**config.mk**
```make
export PLATFORM = sky130hd
export DESIGN_NAME = mc_controller
export DESIGN_NICKNAME = d
export VERILOG_FILES = /design/src/rtl/mc_ctrl_pkg.sv /design/src/rtl/mc_controller_if.sv /design/src/rtl/mc_aludec.sv /design/src/rtl/mc_controller.sv
export SDC_FILE = /design/constraint.sdc
export NUM_CORES = 1
export LEC_CHECK = 0
export CELL_PAD_IN_SITES_DETAIL_PLACEMENT = 0
export CELL_PAD_IN_SITES_GLOBAL_PLACEMENT = 1
export CORE_MARGIN = 1
export CORE_UTILIZATION = 23
export CTS_CLUSTER_DIAMETER = 50
export DETAILED_ROUTE_END_ITERATION = 10
export PLACE_DENSITY_LB_ADDON = 0.12
export SLEW_MARGIN = 20
export SYNTH_ARGS = -nofsm -noshare
export SYNTH_HDL_FRONTEND = slang
export SYNTH_SLANG_ARGS = --single-unit
```
**constraint.sdc**
```tcl
create_clock -name CLK -period 1.5 [get_ports CLK]
set_input_delay 0.225 -clock CLK [delete_from_list [all_inputs] [get_ports CLK]]
set_output_delay 0.225 -clock CLK [all_outputs]
set_load 0.01 [all_outputs]
```
**src/rtl/mc_ctrl_pkg.sv**
```systemverilog
// mc_ctrl_pkg: shared constants for the multicycle MIPS control unit.
//   - FSM state encodings (FETCH..JUMP, HALT)
//   - opcode and funct field values of the supported instructions
//   - ALUCtl, ALUSrcB and PCSrc select encodings
//   - small opcode-class helper functions used by the FSM decode
package mc_ctrl_pkg;

  localparam int ST_W = 4;

  localparam logic [3:0] S_FETCH  = 4'd0;
  localparam logic [3:0] S_DECODE = 4'd1;
  localparam logic [3:0] S_MEMADR = 4'd2;
  localparam logic [3:0] S_MEMRD  = 4'd3;
  localparam logic [3:0] S_MEMWB  = 4'd4;
  localparam logic [3:0] S_MEMWR  = 4'd5;
  localparam logic [3:0] S_EXEC   = 4'd6;
  localparam logic [3:0] S_ALUWB  = 4'd7;
  localparam logic [3:0] S_BRANCH = 4'd8;
  localparam logic [3:0] S_IMMEX  = 4'd9;
  localparam logic [3:0] S_IMMWB  = 4'd10;
  localparam logic [3:0] S_JUMP   = 4'd11;
  localparam logic [3:0] S_HALT   = 4'd15;

  localparam logic [5:0] OP_RTYPE = 6'h00;
  localparam logic [5:0] OP_J     = 6'h02;
  localparam logic [5:0] OP_BEQ   = 6'h04;
  localparam logic [5:0] OP_BNE   = 6'h05;
  localparam logic [5:0] OP_ADDI  = 6'h08;
  localparam logic [5:0] OP_ANDI  = 6'h0c;
  localparam logic [5:0] OP_ORI   = 6'h0d;
  localparam logic [5:0] OP_LW    = 6'h23;
  localparam logic [5:0] OP_SW    = 6'h2b;

  localparam logic [5:0] F_ADD = 6'h20;
  localparam logic [5:0] F_SUB = 6'h22;
  localparam logic [5:0] F_AND = 6'h24;
  localparam logic [5:0] F_OR  = 6'h25;
  localparam logic [5:0] F_SLT = 6'h2a;

  localparam logic [2:0] ALU_ADD = 3'b010;
  localparam logic [2:0] ALU_SUB = 3'b110;
  localparam logic [2:0] ALU_AND = 3'b000;
  localparam logic [2:0] ALU_OR  = 3'b001;
  localparam logic [2:0] ALU_SLT = 3'b111;

  localparam logic [1:0] SRCB_REG    = 2'b00;
  localparam logic [1:0] SRCB_FOUR   = 2'b01;
  localparam logic [1:0] SRCB_IMM    = 2'b10;
  localparam logic [1:0] SRCB_IMMSH2 = 2'b11;

  localparam logic [1:0] PCSRC_ALU    = 2'b00;
  localparam logic [1:0] PCSRC_ALUOUT = 2'b01;
  localparam logic [1:0] PCSRC_JUMP   = 2'b10;

  function automatic logic op_is_mem(input logic [5:0] op);
    return (op == OP_LW) || (op == OP_SW);
  endfunction

  function automatic logic op_is_imm(input logic [5:0] op);
    return (op == OP_ADDI) || (op == OP_ANDI) || (op == OP_ORI);
  endfunction

endpackage

```
**src/rtl/mc_controller_if.sv**
```systemverilog
// mc_controller_if: connection between the FSM and the R-type ALU decoder.
//   funct   : Instr[5:0] presented by the FSM side
//   alu_ctl : ALU operation for that funct
//   illegal : funct is not one of add/sub/and/or/slt
// The decode is purely combinational; there is no handshake on this bundle.
interface mc_controller_if;
  logic [5:0] funct;
  logic [2:0] alu_ctl;
  logic       illegal;

  modport master (output funct, input alu_ctl, input illegal);
  modport slave  (input funct, output alu_ctl, output illegal);
endinterface

```
**src/rtl/mc_aludec.sv**
```systemverilog
// mc_aludec: combinational R-type funct -> ALUCtl decoder.
//   dec.funct   (in)  : R-type funct field
//   dec.alu_ctl (out) : 010 add, 110 sub, 000 and, 001 or, 111 slt
//   dec.illegal (out) : high for any other funct (alu_ctl then reads 010)
module mc_aludec
  import mc_ctrl_pkg::*;
(
  mc_controller_if.slave dec
);

  always_comb begin
    dec.alu_ctl = ALU_ADD;
    dec.illegal = 1'b0;
    case (dec.funct)
      F_ADD:   dec.alu_ctl = ALU_ADD;
      F_SUB:   dec.alu_ctl = ALU_SUB;
      F_AND:   dec.alu_ctl = ALU_AND;
      F_OR:    dec.alu_ctl = ALU_OR;
      F_SLT:   dec.alu_ctl = ALU_SLT;
      default: dec.illegal = 1'b1;
    endcase
  end

endmodule

```
**src/rtl/mc_controller.sv**
```systemverilog
// mc_controller: Moore control FSM for the multicycle MIPS datapath.
//   CLK, Reset (async, active-low)  : clock and reset; reset forces FETCH
//   Op, Funct                      : instruction fields from the IR
//   Zero                           : ALU zero flag, used in BRANCH
//   MemReady                       : memory completion strobe
//   IorD..ExtOp, ALUCtl, ALUSrcB,
//   PCSrc                          : datapath selects/enables, decoded from state
//   Halt                           : illegal instruction trapped (sticky to reset)
//   State                          : current FSM state for board display/debug
// Build option: define MC_CTRL_WAIT_EN to add memory wait states. Memory
// accesses then complete only on a cycle with MemReady=1: FETCH, MEMRD and
// MEMWR hold their outputs and stay put while MemReady=0, and advance on the
// first cycle MemReady=1. Without the macro MemReady is ignored.
module mc_controller
  import mc_ctrl_pkg::*;
#(
  parameter int STATE_W = 4
) (
  input  logic               CLK,
  input  logic               Reset,
  input  logic [5:0]         Op,
  input  logic [5:0]         Funct,
  input  logic               Zero,
  input  logic               MemReady,
  output logic               IorD,
  output logic               MemWrite,
  output logic               IRWrite,
  output logic               RegDst,
  output logic               MemToReg,
  output logic               ALUSrcA,
  output logic               RegWrite,
  output logic               PCEn,
  output logic               ExtOp,
  output logic [2:0]         ALUCtl,
  output logic [1:0]         ALUSrcB,
  output logic [1:0]         PCSrc,
  output logic               Halt,
  output logic [STATE_W-1:0] State
);

  logic [ST_W-1:0] state_q, state_d;

  mc_controller_if alu_if ();
  assign alu_if.funct = Funct;

  mc_aludec u_aludec (
    .dec (alu_if.slave)
  );

`ifndef MC_CTRL_WAIT_EN
  logic unused_mem_ready;
  assign unused_mem_ready = MemReady;
`endif

  always_ff @(posedge CLK or negedge Reset) begin
    if (!Reset) state_q <= S_FETCH;
    else        state_q <= state_d;
  end

  assign State = STATE_W'(state_q);

  always_comb begin
    state_d  = state_q;
    IorD     = 1'b0;
    MemWrite = 1'b0;
    IRWrite  = 1'b0;
    RegDst   = 1'b0;
    MemToReg = 1'b0;
    ALUSrcA  = 1'b0;
    RegWrite = 1'b0;
    PCEn     = 1'b0;
    ExtOp    = 1'b0;
    ALUCtl   = ALU_ADD;
    ALUSrcB  = SRCB_REG;
    PCSrc    = PCSRC_ALU;
    Halt     = 1'b0;

    case (state_q)
      S_FETCH: begin
        ALUSrcB = SRCB_FOUR;
`ifdef MC_CTRL_WAIT_EN
        IRWrite = MemReady;
        PCEn    = MemReady;
        state_d = MemReady ? S_DECODE : S_FETCH;
`else
        IRWrite = 1'b1;
        PCEn    = 1'b1;
        state_d = S_DECODE;
`endif
      end
      S_DECODE: begin
        // Speculatively form the branch target into ALUOut.
        ALUSrcB = SRCB_IMMSH2;
        ExtOp   = 1'b1;
        if (op_is_mem(Op))                        state_d = S_MEMADR;
        else if (Op == OP_RTYPE)                  state_d = alu_if.illegal ? S_HALT : S_EXEC;
        else if ((Op == OP_BEQ) || (Op == OP_BNE)) state_d = S_BRANCH;
        else if (op_is_imm(Op))                   state_d = S_IMMEX;
        else if (Op == OP_J)                      state_d = S_JUMP;
        else                                      state_d = S_HALT;
      end
      S_MEMADR: begin
        ALUSrcA = 1'b1;
        ALUSrcB = SRCB_IMM;
        ExtOp   = 1'b1;
        state_d = (Op == OP_SW) ? S_MEMWR : S_MEMRD;
      end
      S_MEMRD: begin
        IorD = 1'b1;
`ifdef MC_CTRL_WAIT_EN
        state_d = MemReady ? S_MEMWB : S_MEMRD;
`else
        state_d = S_MEMWB;
`endif
      end
      S_MEMWB: begin
        MemToReg = 1'b1;
        RegWrite = 1'b1;
        state_d  = S_FETCH;
      end
      S_MEMWR: begin
        IorD     = 1'b1;
        MemWrite = 1'b1;
`ifdef MC_CTRL_WAIT_EN
        state_d = MemReady ? S_FETCH : S_MEMWR;
`else
        state_d = S_FETCH;
`endif
      end
      S_EXEC: begin
        ALUSrcA = 1'b1;
        ALUCtl  = alu_if.alu_ctl;
        state_d = S_ALUWB;
      end
      S_ALUWB: begin
        RegDst   = 1'b1;
        RegWrite = 1'b1;
        state_d  = S_FETCH;
      end
      S_BRANCH: begin
        ALUSrcA = 1'b1;
        ALUCtl  = ALU_SUB;
        PCSrc   = PCSRC_ALUOUT;
        // Only beq/bne reach here; bne takes the branch on a non-zero difference.
        PCEn    = (Op == OP_BNE) ? ~Zero : Zero;
        state_d = S_FETCH;
      end
      S_IMMEX: begin
        ALUSrcA = 1'b1;
        ALUSrcB = SRCB_IMM;
        ExtOp   = (Op == OP_ADDI);
        case (Op)
          OP_ANDI: ALUCtl = ALU_AND;
          OP_ORI:  ALUCtl = ALU_OR;
          default: ALUCtl = ALU_ADD;
        endcase
        state_d = S_IMMWB;
      end
      S_IMMWB: begin
        RegWrite = 1'b1;
        state_d  = S_FETCH;
      end
      S_JUMP: begin
        PCSrc   = PCSRC_JUMP;
        PCEn    = 1'b1;
        state_d = S_FETCH;
      end
      default: begin
        // HALT and the unused encodings 12-14 all trap until reset.
        Halt    = 1'b1;
        state_d = S_HALT;
      end
    endcase
  end

endmodule
```
==> flow_summary.yaml <==
layout:
  area_growth_pct: 143
  final_area_mm2: 0.00138
  nets: 175
  diodes: 0
  postLayoutCoreUtil: 0.605
  instances_no_fill: 185
  largest_reg_flops: 4
  drive_above_1_share: 0.611
logic_synthesis:
  mappedNetlistNets: 97
  yosysSeqAreaShare: 0.177
  yosysTopAreaCell: "dfrtp_1"
  yosysMostFrequentCell: "nor2_1"
  synth_area_per_cell_um2: 7.00
  ys_warn_count: 0
  ys_types: 38
  synth_edf_count: 0
  async_flop_share: 1.00
  synth_top_area_frac: 0.177
  syn_inst: 81
  ys_seq_elements: 4
  yosys-top-cells-count: "nor2_1, nand2b_1, nor3_1"
  netlist_area_um2: 567
  synth_area_leaders: "dfrtp_1, nor2_1, nand2b_1"
  ys.flop_type: "dfrtp_1"
power:
  totalPowerFinal_mw: 2.49
  leakagePower_nw: 0.647
  irDropWorstVdd_v: 0.000930
  powerDensity_mw_per_mm2: 1800
setup_path:
  endpoint_kind: "output port"
  start_kind: "flip-flop"
  path_buf_inv: 2
  criticalPathCategory: "flip-flop to output port"
  cp_max_fo: 6
  cp.required_ps: 1270
  slowest_stage: "dfrtp_2"
  cp_cell_sequence: "nand2b_4 -> nor3_2 -> buf_4 -> a31o_1 -> buf_2"
  path_delay_family: "flip-flops"
  arrival_ps: 1410
  critPathMaxStageDelay_ps: 450
outcome:
  violations: "setup timing"
  status: "finished, violations left"
die:
  die_area_mm2: 0.00267
  dieWidth_um: 51.6
  rows: 17
  dieHeight_um: 51.6
  start_util: 0.249
  core_mm2: 0.00228
  ios: 37
timing:
  fmax_ghz: 0.610
  fin_ws_ps: -139
  timing.final.crit_share: 1.09
  relSlewSlack: 0.771
  hold_slack_ps: 195
  min_period_ps: 1640
  skew_ps: 4.69
  rsz0062_at_grt: "true"
  worst_pin_slew_ps: 339
  setup_viol: 12
  drv_slew: 0
  final-hold-violation-count: 0
  setup_tns_ps: -866
routing:
  drtIter0Drc: 10
  avgViaCountPerCell: 4.78
  postRouteAntennaNets: 0
  drc: 0
  wl_per_cell_um: 12.7
  wl_mm: 2.35
  first_pass_iters: 4
  vias: 884
placed_design:
  place_ws_ps: -808
  dp_cells: 175
  gp_congestion: 0.789
  place_area_mm2: 0.00120
  io_buffers: 35
  post-dp-hpwl_mm: 1.72
grt:
  grt_max_degree: 11
  grt_util_all_layers: 0.186
  grt_pass1_wl_mm: 3.75
  gr-total-overflow: 0
  grt_pass1_vias: 859
  antenna_found_initial: 0
cts:
  cts_made_buffers: 3
  postCtsHoldBufs: 0
  cts-root-buf: "clkbuf_4"
  cts_buffer_depth: 2
  clkSlewWorstSetupHoldPaths_ps: 40
  clock_latency_ps: 240
  cts_tree: "yes"
  htreeDepth: 1
  clock_sinks: 4
run:
  maxCapViolations: 0
worst_hold_path:
  hold_path_class: "primary input to asynchronous set/reset pin"
[final cells by class]
| type | instances | area, um2 |
|---|---|---|
| tap | 28 | 35.0 |
| clock buffer | 3 | 22.5 |
| multi-input combinational | 71 | 597 |
| sequential | 4 | 103 |
| inverter | 2 | 7.51 |
| timing repair buffer | 77 | 613 |
| fill | 211 | 898 |
[cells in the final DEF (no fill, tap or decap), types with 2 or more instances in the layout]
cell type         n
a21oi_1           2
and2_1            2
buf_2            15
buf_4            31
buf_6            10
buf_8             2
clkbuf_2          4
clkbuf_4          3
clkdlybuf4s50_1   8
dfrtp_1           2
dfrtp_2           2
dlygate4sd2_1     6
nand2_1           3
nand2b_1          2
nand2b_4          5
nand3_1           3
nor2_1            8
nor2_2            2
nor2_4            2
nor3_2            2
nor3_4            3
o21ai_0           4
o22ai_2           3
[final timing paths]
| kind | startpoint | end | slack (ps) | depth (start not counted) |
|---|---|---|---|---|
| min | Reset | State[2] | 190 | 1 |
| min reg2reg | State[3] | State[0] | 760 | 3 |
| max in group asynchronous | Reset | State[3] | 1110 | 1 |
| max reg2reg | State[3] | State[0] | -130 | 6 |
| max | State[3] | ALUCtl[2] | -140 | 5 |
| min in group CLK | Op[5] | State[2] | 460 | 4 |
[where the power goes]
part | internal (mW) | switching (mW) | total, mW
clock network | 0.0895 | 0.0437 | 0.133
logic | 1.13 | 0.968 | 2.10
registers | 0.170 | 0.0819 | 0.252
[per-layer routing]
layer | routed length [um] | global-route usage | vias to the layer above
met5 | 0 | 0 | -
met4 | 14 | 0.0811 | 0
met3 | 109 | 0 | 2
met2 | 1260 | 0.370 | 26
met1 | 964 | 0.202 | 395
li1 | - | - | 461
[cell families (layout without fill, tap and decap cells)]
| group | count (synthesis) | count (layout) | share of synthesized area |
|---|---|---|---|
| compound gates | 24 | 24 | 0.305 |
| xor+xnor | 2 | 2 | 0.0309 |
| buf+inv | 6 | 82 | 0.0441 |
| flops | 4 | 4 | 0.177 |
| mux | 1 | 1 | 0.0177 |
| simple gates | 44 | 44 | 0.426 |
[repair_timing]
action,in CTS,in global routing
setup buffers,5,6
resized for setup,102,28
pin swaps,11,13
endpoints found under the setup margin,23,19
Note: power is estimated with default switching activity, not from simulation.
